$ cat config.mk
export PLATFORM = sky130hd
export DESIGN_NAME = seq_divider_16by8_flat
export DESIGN_NICKNAME = d
export VERILOG_FILES = /design/src/rtl/divider_pkg.sv /design/src/rtl/seq_divider_16by8_if.sv /design/src/rtl/seq_divider_16by8_div_step.sv /design/src/rtl/seq_divider_16by8.sv /design/src/flat_wrapper.sv
export SDC_FILE = /design/constraint.sdc
export NUM_CORES = 1
export LEC_CHECK = 0
export CELL_PAD_IN_SITES_DETAIL_PLACEMENT = 0
export CELL_PAD_IN_SITES_GLOBAL_PLACEMENT = 1
export CORE_MARGIN = 4
export CORE_UTILIZATION = 36
export DETAILED_ROUTE_END_ITERATION = 16
export DONT_BUFFER_PORTS = 1
export PLACE_DENSITY_LB_ADDON = 0.1
export SETUP_SLACK_MARGIN = 0.2
export SLEW_MARGIN = 20
export SYNTH_ARGS = -nofsm -noshare
export SYNTH_HDL_FRONTEND = slang
export SYNTH_SLANG_ARGS = --single-unit
$ cat constraint.sdc
create_clock -name clk -period 2.62 [get_ports clk]
set_input_delay 0.524 -clock clk [delete_from_list [all_inputs] [get_ports clk]]
set_output_delay 0.524 -clock clk [all_outputs]
set_load 0.03 [all_outputs]
$ cat src/rtl/divider_pkg.sv
// Shared types and constants for the 16-by-8 sequential restoring divider.
package divider_pkg;

  localparam int DIVIDEND_W = 16;
  localparam int DIVISOR_W  = 8;
  localparam int CNT_W      = 5;

  // Counter value seen on the final of the 16 iterations.
  localparam logic [CNT_W-1:0] LAST_ITER = CNT_W'(DIVIDEND_W - 1);

  // Quotient reported when the divisor is zero.
  localparam logic [DIVIDEND_W-1:0] DBZ_QUOTIENT = 16'hFFFF;

  typedef enum logic [1:0] {
    IDLE = 2'd0,
    BUSY = 2'd1,
    DONE = 2'd2
  } state_t;

endpackage

$ cat src/rtl/seq_divider_16by8_if.sv
// Operand/result handshake bundle between a source/sink and the divider.
interface seq_divider_16by8_if;
  import divider_pkg::*;

  logic                  in_valid;
  logic                  in_ready;
  logic [DIVIDEND_W-1:0] dividend;
  logic [DIVISOR_W-1:0]  divisor;
  logic                  out_valid;
  logic                  out_ready;
  logic [DIVIDEND_W-1:0] quotient;
  logic [DIVISOR_W-1:0]  remainder;
  logic                  div_by_zero;

  // Operand source and result sink side.
  modport master (
    output in_valid, dividend, divisor, out_ready,
    input  in_ready, out_valid, quotient, remainder, div_by_zero
  );

  // Divider side.
  modport slave (
    input  in_valid, dividend, divisor, out_ready,
    output in_ready, out_valid, quotient, remainder, div_by_zero
  );

endinterface

$ cat src/rtl/seq_divider_16by8_div_step.sv
// One restoring-division iteration: shift in one dividend bit, trial-subtract.
module div_step
  import divider_pkg::*;
(
  input  logic [DIVISOR_W:0]   pr,
  input  logic                 bit_in,
  input  logic [DIVISOR_W-1:0] divisor,
  output logic [DIVISOR_W:0]   pr_next,
  output logic                 q_bit
);

  logic [DIVISOR_W:0] pr_shift;

  // pr[8] is never set while the remainder stays below the divisor; it still
  // forces a subtract so the step is correct for any 9-bit input.
  always_comb begin
    pr_shift = {pr[DIVISOR_W-1:0], bit_in};
    q_bit    = pr[DIVISOR_W] | (pr_shift >= {1'b0, divisor});
    pr_next  = q_bit ? (pr_shift - {1'b0, divisor}) : pr_shift;
  end

endmodule

$ cat src/rtl/seq_divider_16by8.sv
// 16-by-8 unsigned restoring divider, one quotient bit per clock, valid/ready
// on both sides. Divide-by-zero completes immediately with a flagged result.
module seq_divider_16by8
  import divider_pkg::*;
(
  input  logic                clk,
  input  logic                rst_n,
  seq_divider_16by8_if.slave  bus
);

  state_t state, state_nxt;

  logic [DIVIDEND_W-1:0] dvd;
  logic [DIVISOR_W-1:0]  dvs;
  logic [DIVISOR_W:0]    pr;
  logic [CNT_W-1:0]      cnt;

  logic [DIVIDEND_W-1:0] quotient_q;
  logic [DIVISOR_W-1:0]  remainder_q;
  logic                  dbz_q;
  logic                  out_valid_q;

  logic [DIVISOR_W:0]    pr_next;
  logic                  q_bit;
  logic                  accept;
  logic                  last_iter;
  logic                  release_result;

  assign accept         = bus.in_valid && (state == IDLE);
  assign last_iter      = (state == BUSY) && (cnt == LAST_ITER);
  assign release_result = (state == DONE) && bus.out_ready;

  div_step u_step (
    .pr      (pr),
    .bit_in  (dvd[DIVIDEND_W-1]),
    .divisor (dvs),
    .pr_next (pr_next),
    .q_bit   (q_bit)
  );

  // State register.
  always_ff @(posedge clk or negedge rst_n) begin
    if (!rst_n) state <= IDLE;
    else        state <= state_nxt;
  end

  // Next-state logic.
  always_comb begin
    state_nxt = state;
    case (state)
      IDLE: if (accept) state_nxt = (bus.divisor == '0) ? DONE : BUSY;
      BUSY: if (last_iter) state_nxt = DONE;
      DONE: if (bus.out_ready) state_nxt = IDLE;
      default: state_nxt = IDLE;
    endcase
  end

  // Datapath: operand capture, iteration shift, result load and release.
  // Quotient bits shift into the vacated LSBs of the dividend register.
  always_ff @(posedge clk or negedge rst_n) begin
    if (!rst_n) begin
      dvd         <= '0;
      dvs         <= '0;
      pr          <= '0;
      cnt         <= '0;
      quotient_q  <= '0;
      remainder_q <= '0;
      dbz_q       <= 1'b0;
      out_valid_q <= 1'b0;
    end else if (accept) begin
      dvd <= bus.dividend;
      dvs <= bus.divisor;
      pr  <= '0;
      cnt <= '0;
      if (bus.divisor == '0) begin
        quotient_q  <= DBZ_QUOTIENT;
        remainder_q <= bus.dividend[DIVISOR_W-1:0];
        dbz_q       <= 1'b1;
        out_valid_q <= 1'b1;
      end
    end else if (state == BUSY) begin
      dvd <= {dvd[DIVIDEND_W-2:0], q_bit};
      pr  <= pr_next;
      cnt <= cnt + 1'b1;
      if (last_iter) begin
        quotient_q  <= {dvd[DIVIDEND_W-2:0], q_bit};
        remainder_q <= pr_next[DIVISOR_W-1:0];
        dbz_q       <= 1'b0;
        out_valid_q <= 1'b1;
      end
    end else if (release_result) begin
      out_valid_q <= 1'b0;
    end
  end

  assign bus.in_ready    = (state == IDLE);
  assign bus.out_valid   = out_valid_q;
  assign bus.quotient    = quotient_q;
  assign bus.remainder   = remainder_q;
  assign bus.div_by_zero = dbz_q;

endmodule

$ cat src/flat_wrapper.sv
// flat-port wrapper written by rule: the top's interface ports become plain ports
module seq_divider_16by8_flat import divider_pkg::*;
  (clk, rst_n, bus_in_valid, bus_dividend, bus_divisor, bus_out_ready, bus_in_ready, bus_out_valid, bus_quotient, bus_remainder, bus_div_by_zero);
  seq_divider_16by8_if bus_i ();
  input  logic clk;
  input  logic rst_n;
  input wire logic [$bits(bus_i.in_valid)-1:0] bus_in_valid;
  input wire logic [$bits(bus_i.dividend)-1:0] bus_dividend;
  input wire logic [$bits(bus_i.divisor)-1:0] bus_divisor;
  input wire logic [$bits(bus_i.out_ready)-1:0] bus_out_ready;
  output wire logic [$bits(bus_i.in_ready)-1:0] bus_in_ready;
  output wire logic [$bits(bus_i.out_valid)-1:0] bus_out_valid;
  output wire logic [$bits(bus_i.quotient)-1:0] bus_quotient;
  output wire logic [$bits(bus_i.remainder)-1:0] bus_remainder;
  output wire logic [$bits(bus_i.div_by_zero)-1:0] bus_div_by_zero;
  assign bus_i.in_valid = bus_in_valid;
  assign bus_i.dividend = bus_dividend;
  assign bus_i.divisor = bus_divisor;
  assign bus_i.out_ready = bus_out_ready;
  assign bus_in_ready = bus_i.in_ready;
  assign bus_out_valid = bus_i.out_valid;
  assign bus_quotient = bus_i.quotient;
  assign bus_remainder = bus_i.remainder;
  assign bus_div_by_zero = bus_i.div_by_zero;
  seq_divider_16by8 u_core (.clk(clk), .rst_n(rst_n), .bus(bus_i));
endmodule
==> metrics.md, run 1 <==
| Metric | Value |
|---|---|
| Run status | `completed` |
| TritonCTS Sinks | `66` |
| Crit-path max FO | `4` |
| Sequential share of the synthesized area | `51.8%` |
| Root buffer cell | `clkbuf_8` |
| Crit path buf inv count | `1` |
| Finished Layout Cells | `449` |
| Area Overhead vs Synth | `14.1%` |
| DP HPWL | `5.94 mm` |
| Critical Path AT | `2550 ps` |
| Vias | `2493` |
| Share of the synthesized area in the top cell type | `slightly above 50%` |
| Final core utilization | `42.0%` |
| Ys async rst share | `100%` |
| Chip height | `102 microns` |
| Crit path max-delay family | `simple AND/OR/NAND/NOR gates` |
| # IOs | `55` |
| ANT cells | `0` |
| Post-synth EDFFs | `0` |
| Yosys cell types | `48` |
| Largest area contributor in the netlist | `dfrtp_1` |
| Top FF cell, synth | `dfrtp_1` |
| Largest net degree at the start of global routing | `67` |
| Total gr overflow | `0` |
| CTS Buf Count | `9` |
| Final Hold Vio Count | `0` |
| Layout cells sized above 1 | `13.8%` |
| Worst slew pin tran | `between 700 and 800 ps` |
| Initial antenna violation count | `0` |
| Cells after DPL | `431` |
| WL/cell | `18.9 microns` |
| Synth Cell Area | `around 3200 sq um` |
| Clock-pin slew on the worst setup and hold paths | `70 ps` |
| Setup crit end kind | `flip-flop` |
| Kind of critical path | `flip-flop to flip-flop` |
| FILL cells | `900` |
| DR iter-0 viols | `109` |
| Clk_skew | `about 7.6 ps` |
| TritonCTS clock tree | `yes` |
| Final setup violating endpoints | `0` |
| Core Area | `8680 sq um` |
| Syn Nets | `between 300 and 400` |
| Leak | `roughly 1.6 nW` |
| Max-cap violations | `0` |
| CP max stage delay | `540 ps` |
| Die area | `between 10000 and 15000 sq um` |
| Final Max Tran Viols | `0` |
| Row count | `34` |
| Period Utilization, post-route | `87.2%` |
| Die width | `102 microns` |
| Quantity of I/O buffers inserted on ports | `0` |
| Cell count after synthesis | `327` |
| Worst Setup Start Kind | `flip-flop` |
| Worst IR drop on VDD | `0.689 mV` |
| First-pass GRT wire length | `13.5 mm` |
| Initial Utilization | `36.8%` |
| Drt pass-1 iters | `4` |
| Power density cells | `1620 nW/um^2` |
| Highest clock rate | `438 MHz` |
| Top post-synthesis cells by area | `dfrtp_1 (52%), nand2_1 (6.5%), o21ai_0 (4.9%)` |
| Required @ worst endpoint | `roughly 2900 ps` |
| Placed cell area | `3370 sq um` |
| Yosys reg bits | `66` |
| Routed Antenna Nets | `0` |
| TNS Setup | `0 ps` |
| Worst hold path type | `input port to async pin` |
| DR DRC count | `0` |
| Fin crit period | `between 2000 and 2500 ps` |
| Clock buffer depth | `2` |
| WHS | `47.7 ps` |
| CP max-delay cell | `or4_1` |
| Final GP Congestion | `0.791` |
| Final Cell Area | `3640 sq um` |
| Vias/cell | `5.55` |
| Cells along the critical path | `inv_1 -> ha_1 -> fa_1 -> nand2b_4 -> a21oi_4 -> nor4_1 -> or4_1 -> a31oi_1` |
| Gr usage total | `between 10% and 20%` |
| Routed wire length | `8.47 mm` |
| Slew headroom | `between 40% and 50%` |
| Number of global-route vias before repair | `2530` |
| Worst-Skew Late Latency | `about 340 ps` |
| Final net count | `375` |
| Yosys warnings | `0` |
| Unrepaired setup endpoints after global routing | `false` |
| H-Tree Depth | `3` |
| Avg Inst Size Synth | `slightly below 10 sq um` |
## placed cells by master, fill, tap and decap left out, types with 3 or more instances in the layout
cell type	instances
ha_1	9
buf_4	14
a22oi_1	10
nand2_1	55
o21ai_0	30
a31oi_1	13
o22a_1	15
o21ai_1	3
dfrtp_1	66
clkbuf_8	9
nor2_1	14
inv_1	12
and2_1	3
clkinv_2	3
nor4_1	3
a21o_1	3
nand3b_1	3
nand3_1	6
nand2b_1	3
a21oi_1	14
o22ai_1	6
## metrics by stage
stage | power (mW) | setup WS, ps
floorplan | 4.14 | 454
global placement | 4.86 | 274
detailed placement | 4.88 | 190
CTS | 5.81 | 210
global route | 6.41 | 194
finish | 5.90 | 335
## Yosys cell counts, types with 2 or more instances
master	count
a211o_1	2
a21o_1	3
a21oi_1	17
a22oi_1	10
a31oi_1	13
and2_1	3
buf_2	4
clkbuf_1	13
dfrtp_1	66
ha_1	10
inv_1	12
mux2_2	2
mux2i_1	3
nand2_1	55
nand2b_1	4
nand3_1	6
nand3b_1	3
nor2_1	14
nor2b_1	3
nor3_1	2
nor4_1	3
o21ai_0	31
o21ai_1	3
o22a_1	15
o22ai_1	6
xor2_1	2
## final cells by class
cell class                 instances  area [sq um]  share of cell area, %
tap                              108           135                   3.71
inverter                          12          45.0                   1.24
timing repair buffer              16           153                   4.19
clock buffer                       9           124                   3.40
sequential                        66          1650                   45.4
multi-input combinational        231          1460                   40.2
clock inverter                     7          68.8                   1.89
## what timing repair did
item                       in CTS  in global routing
gates resized for setup         1                  8
hold endpoints to repair       66                  0
cloned                          0                  0
hold buffers                    1                  0
setup buffers                   0                  1
setup endpoints to repair       2                 12
pin swaps                       0                  3
## registers in the layout, indices dropped and copies added (netlist names)
register,count
u_core.bus.div_by_zero,1
u_core.bus.out_valid,1
u_core.bus.quotient,16
u_core.bus.remainder,8
u_core.cnt,5
u_core.dvd,16
u_core.dvs,8
u_core.pr,9
u_core.state,2
## routing by layer
layer  GRT usage (%)  wire (microns)  vias up
li1                -               -     1200
met1            22.5            3860     1224
met2            26.0            3910       59
met3            5.05             564       10
met4            5.85             125        0
met5               0               0        -
## worst paths after layout
kind                            slack (ps)                      end  cells after the start            from
worst min-delay path                    50  u_core.bus.quotient[13]                      1           rst_n
worst max register to register         330  u_core.bus.remainder[6]                      8  u_core.dvd[15]
min in group clk                       290          u_core.state[1]                      1   bus_out_ready
worst min register to register         500            u_core.cnt[3]                      1   u_core.cnt[3]
worst max-delay path                   330  u_core.bus.remainder[6]                      8  u_core.dvd[15]
max in group asynchronous             2270  u_core.bus.remainder[4]                      1           rst_n
## worst register-to-register path: stages (launching register included)
cell and delay, ps:
dfrtp_1 370, inv_1 70, ha_1 240, fa_1 420, nand2b_4 170, a21oi_4 160, nor4_1 50, or4_1 540
a31oi_1 180
## power breakdown
group	internal, mW	switching (mW)	total [mW]
combinational	1.24	1.61	2.85
clock	0.437	0.417	0.855
sequential	1.51	0.686	2.19
total	3.19	2.71	5.90
## cells by family after synthesis
logic type	count (synthesis)	synth area share (%)
buffers and inverters	30	3.80
XOR/XNOR	3	0.824
multiplexers	5	1.65
AND/OR/NAND/NOR	101	14.7
AO/OA/AOI/OAI	111	22.7
flip-flops	66	51.8
adder cells (fa/ha/maj)	11	4.55
Power figures use the tool's default switching activity.
==> run 2, diff against run 1 <==
ABC_AREA = 1   (was default)
==> run 2 against run 1 <==
Via count is 8.8% higher. Largest cell class unchanged. Combinational power is 9.5% lower. First-iteration DRC count is 19% higher. Setup slack better by 160 ps. Clock power is 13% higher. Sequential share of layout area is 2.1 points lower. Clock skew is 3.5 ps higher. Final area is 4.9% higher.
==> metrics.md, run 2 <==
| Metric | Value |
|---|---|
| TritonCTS clock tree | `yes (unchanged)` |
| Vias/cell | `4.78 (was 5.55)` |
| Most common cell in the netlist | `nand2_1 (was dfrtp_1)` |
| # IOs | `55 (unchanged)` |
| Number of global-route vias before repair | `2727 (was 2530)` |
| DP HPWL | `6.07 mm (was 5.94 mm)` |
| Avg Inst Size Synth | `7.97 sq um (was 9.76 sq um)` |
| Most frequent cells in the layout | `nand2_1 (107), dfrtp_1 (66), inv_1 (61) (was dfrtp_1 (66), nand2_1 (55), o21ai_0 (30))` |
| Critical Path AT | `2380 ps (was 2550 ps)` |
| WL/cell | `15.2 microns (was 18.9 microns)` |
| Clock-pin slew on the worst setup and hold paths | `80 ps (was 70 ps)` |
| Fin crit period | `2130 ps (was 2290 ps)` |
| Final Max Tran Viols | `0 (unchanged)` |
| Largest net degree at the start of global routing | `67 (unchanged)` |
| DR DRC count | `0 (unchanged)` |
| Total gr overflow | `0 (unchanged)` |
| Post-synth EDFFs | `0 (unchanged)` |
| Period Utilization, post-route | `81.2% (was 87.2%)` |
| Syn Nets | `470 (was 366)` |
| Unrepaired setup endpoints after global routing | `false (unchanged)` |
| Max-cap violations | `0 (unchanged)` |
| Power density cells | `1500 nW/um^2 (was 1620 nW/um^2)` |
| Final core utilization | `41.1% (was 42.0%)` |
| Core Area | `9280 sq um (was 8680 sq um)` |
| Crit-path max FO | `26 (was 4)` |
| Die area | `11200 sq um (was 10400 sq um)` |
| TritonCTS Sinks | `66 (unchanged)` |
| RR Endpoint | `u_core.bus.remainder[0] (was u_core.bus.remainder[6])` |
| Final setup violating endpoints | `0 (unchanged)` |
| Root buffer cell | `clkbuf_8 (unchanged)` |
| Commonest non-fill, non-tap cell in the layout | `nand2_1 (was dfrtp_1)` |
| Setup crit end kind | `flip-flop (unchanged)` |
| CP max stage delay | `410 ps (was 540 ps)` |
| Ys async rst share | `100% (unchanged)` |
| Worst Setup Start Kind | `flip-flop (unchanged)` |
| Largest area contributor in the netlist | `dfrtp_1 (unchanged)` |
| Initial Utilization | `37.0% (was 36.8%)` |
| First-pass GRT wire length | `14.4 mm (was 13.5 mm)` |
| CTS Buf Count | `9 (unchanged)` |
| Area Overhead vs Synth | `11.1% (was 14.1%)` |
| Initial antenna violation count | `0 (unchanged)` |
| Highest clock rate | `470 MHz (was 438 MHz)` |
| CP max-delay cell | `dfrtp_1 (was or4_1)` |
| Final GP Congestion | `0.753 (was 0.791)` |
| Final Hold Vio Count | `0 (unchanged)` |
| Slew headroom | `71.7% (was 47.3%)` |
| Routed Antenna Nets | `0 (unchanged)` |
| Layout cells sized above 1 | `12.3% (was 13.8%)` |
| Synth cell count leaders | `nand2_1 (107), dfrtp_1 (66), inv_1 (61) (was dfrtp_1 (66), nand2_1 (55), o21ai_0 (31))` |
| Run status | `completed (unchanged)` |
| Share of the synthesized area in the top cell type | `48.1% (was 51.8%)` |
| Worst IR drop on VDD | `0.445 mV (was 0.689 mV)` |
| Worst-Skew Late Latency | `350 ps (was 340 ps)` |
| Top post-synthesis cells by area | `dfrtp_1 (48%), nand2_1 (12%), inv_1 (6.7%) (was dfrtp_1 (52%), nand2_1 (6.5%), o21ai_0 (4.9%))` |
| Kind of critical path | `flip-flop to flip-flop (unchanged)` |
| Synth Cell Area | `3440 sq um (was 3190 sq um)` |
| Cells after DPL | `551 (was 431)` |
| Cell count after synthesis | `431 (was 327)` |
| Chip height | `106 microns (was 102 microns)` |
| Leak | `1.99 nW (was 1.55 nW)` |
| Yosys warnings | `0 (unchanged)` |
| ANT cells | `0 (unchanged)` |
| Top FF cell, synth | `dfrtp_1 (unchanged)` |
| Cells along the critical path | `ha_1 -> nand2_1 -> nor2_1 -> ha_1 -> inv_1 -> nor2_8 -> inv_4 -> nand2_8 -> inv_2 -> nor2_1 -> nand3_1 -> nand2_1 -> inv_1 (was inv_1 -> ha_1 -> fa_1 -> nand2b_4 -> a21oi_4 -> nor4_1 -> or4_1 -> a31oi_1)` |
| Yosys cell types | `34 (was 48)` |
| Required @ worst endpoint | `2870 ps (was 2880 ps)` |
| Clk_skew | `11.1 ps (was 7.59 ps)` |
| Finished Layout Cells | `568 (was 449)` |
| Worst r2r path cells | `13 (was 8)` |
| Sequential share of the synthesized area | `48.1% (was 51.8%)` |
| Routed wire length | `8.63 mm (was 8.47 mm)` |
| Setup Buffers After CTS | `0 (unchanged)` |
| TNS Setup | `0 ps (unchanged)` |
| Drt pass-1 iters | `4 (unchanged)` |
| Gr usage total | `16.4% (was 16.8%)` |
| Die width | `106 microns (was 102 microns)` |
| Row count | `35 (was 34)` |
| FILL cells | `983 (was 900)` |
| Vias | `2713 (was 2493)` |
| Yosys reg bits | `66 (unchanged)` |
| Worst hold path type | `input port to async pin (unchanged)` |
| Total design power | `5.74 mW (was 5.90 mW)` |
| DR iter-0 viols | `130 (was 109)` |
| Clock buffer depth | `2 (unchanged)` |
| Launching point of the worst reg2reg path | `u_core.cnt[0] (was u_core.dvd[15])` |
| Worst slew pin tran | `425 ps (was 787 ps)` |
| H-Tree Depth | `3 (unchanged)` |
| R2R setup slack | `490 ps (was 330 ps)` |
| Quantity of I/O buffers inserted on ports | `0 (unchanged)` |
| Final net count | `473 (was 375)` |
-- run 2: worst max-delay path, delay by kind of cell, from the launching register on --
family                   cells  cell delay (ps)
flip-flops                   1              410
AND/OR/NAND/NOR              7              880
buffers and inverters        4              390
adder cells (fa/ha/maj)      2              350
-- run 2: how the worst max path moves through the flow --
stage,start,to,slack (ps),cells after the start
3_5_place_dp,u_core.cnt[0],u_core.bus.remainder[0],370,13
2_1_floorplan,u_core.cnt[0],u_core.bus.remainder[5],820,12
5_1_grt,u_core.cnt[0],u_core.bus.remainder[0],210,13
4_1_cts,u_core.cnt[0],u_core.bus.remainder[0],350,13
6_report,u_core.cnt[0],u_core.bus.remainder[0],490,13
3_3_place_gp,u_core.cnt[0],u_core.bus.remainder[7],440,13
-- run 2: repair_timing --
item	4_1_cts	5_1_grt
hold buffers	1	0
resized for setup	0	1
hold endpoints to repair	66	0
setup endpoints to repair	0	8
-- run 2: stage by stage --
step / cell area [sq um] / hold WS, ps / worst slack [ps]
finish: 3820 / 43.8 / 493
detailed placement: 3560 / 230 / 374
CTS: 3810 / 49.4 / 348
floorplan: 3440 / 228 / 822
global route: 3820 / 57.4 / 213
global placement: 3560 / 230 / 442
-- run 2: layout make-up --
type	count	area (sq um)	area share (%)
Sequential cell	66	1650	43.3
Clock buffer	11	141	3.70
Clock inverter	5	77.6	2.03
Multi-Input combinational cell	284	1470	38.4
Tap cell	129	161	4.23
Inverter	67	254	6.65
Timing Repair Buffer	6	65.1	1.70
-- run 2: power breakdown --
part | switching (mW) | internal, mW
registers | 0.682 | 1.51
logic | 1.62 | 0.957
clock network | 0.410 | 0.559
total | 2.71 | 3.02
-- run 2: logic make-up (layout without fill, tap and decap cells) --
group                    after synthesis  in the layout  synth area share, %
AND/OR/NAND/NOR                      213            213                 27.7
adder cells (fa/ha/maj)               11             11                 4.22
XOR/XNOR                               4              4                 1.02
AO/OA/AOI/OAI                         56             56                 9.47
buffers and inverters                 81             89                 9.50
flip-flops                            66             66                 48.1
-- run 2: layer usage --
metal / part of all wire, % / up-vias / global-route usage (%)
met1: 49 / 1269 / 23.3
li1: - / 1372 / -
met3: 5.7 / 11 / 4.35
met5: 0 / - / 0
met4: 1.2 / 0 / 4.90
met2: 44 / 61 / 24.5
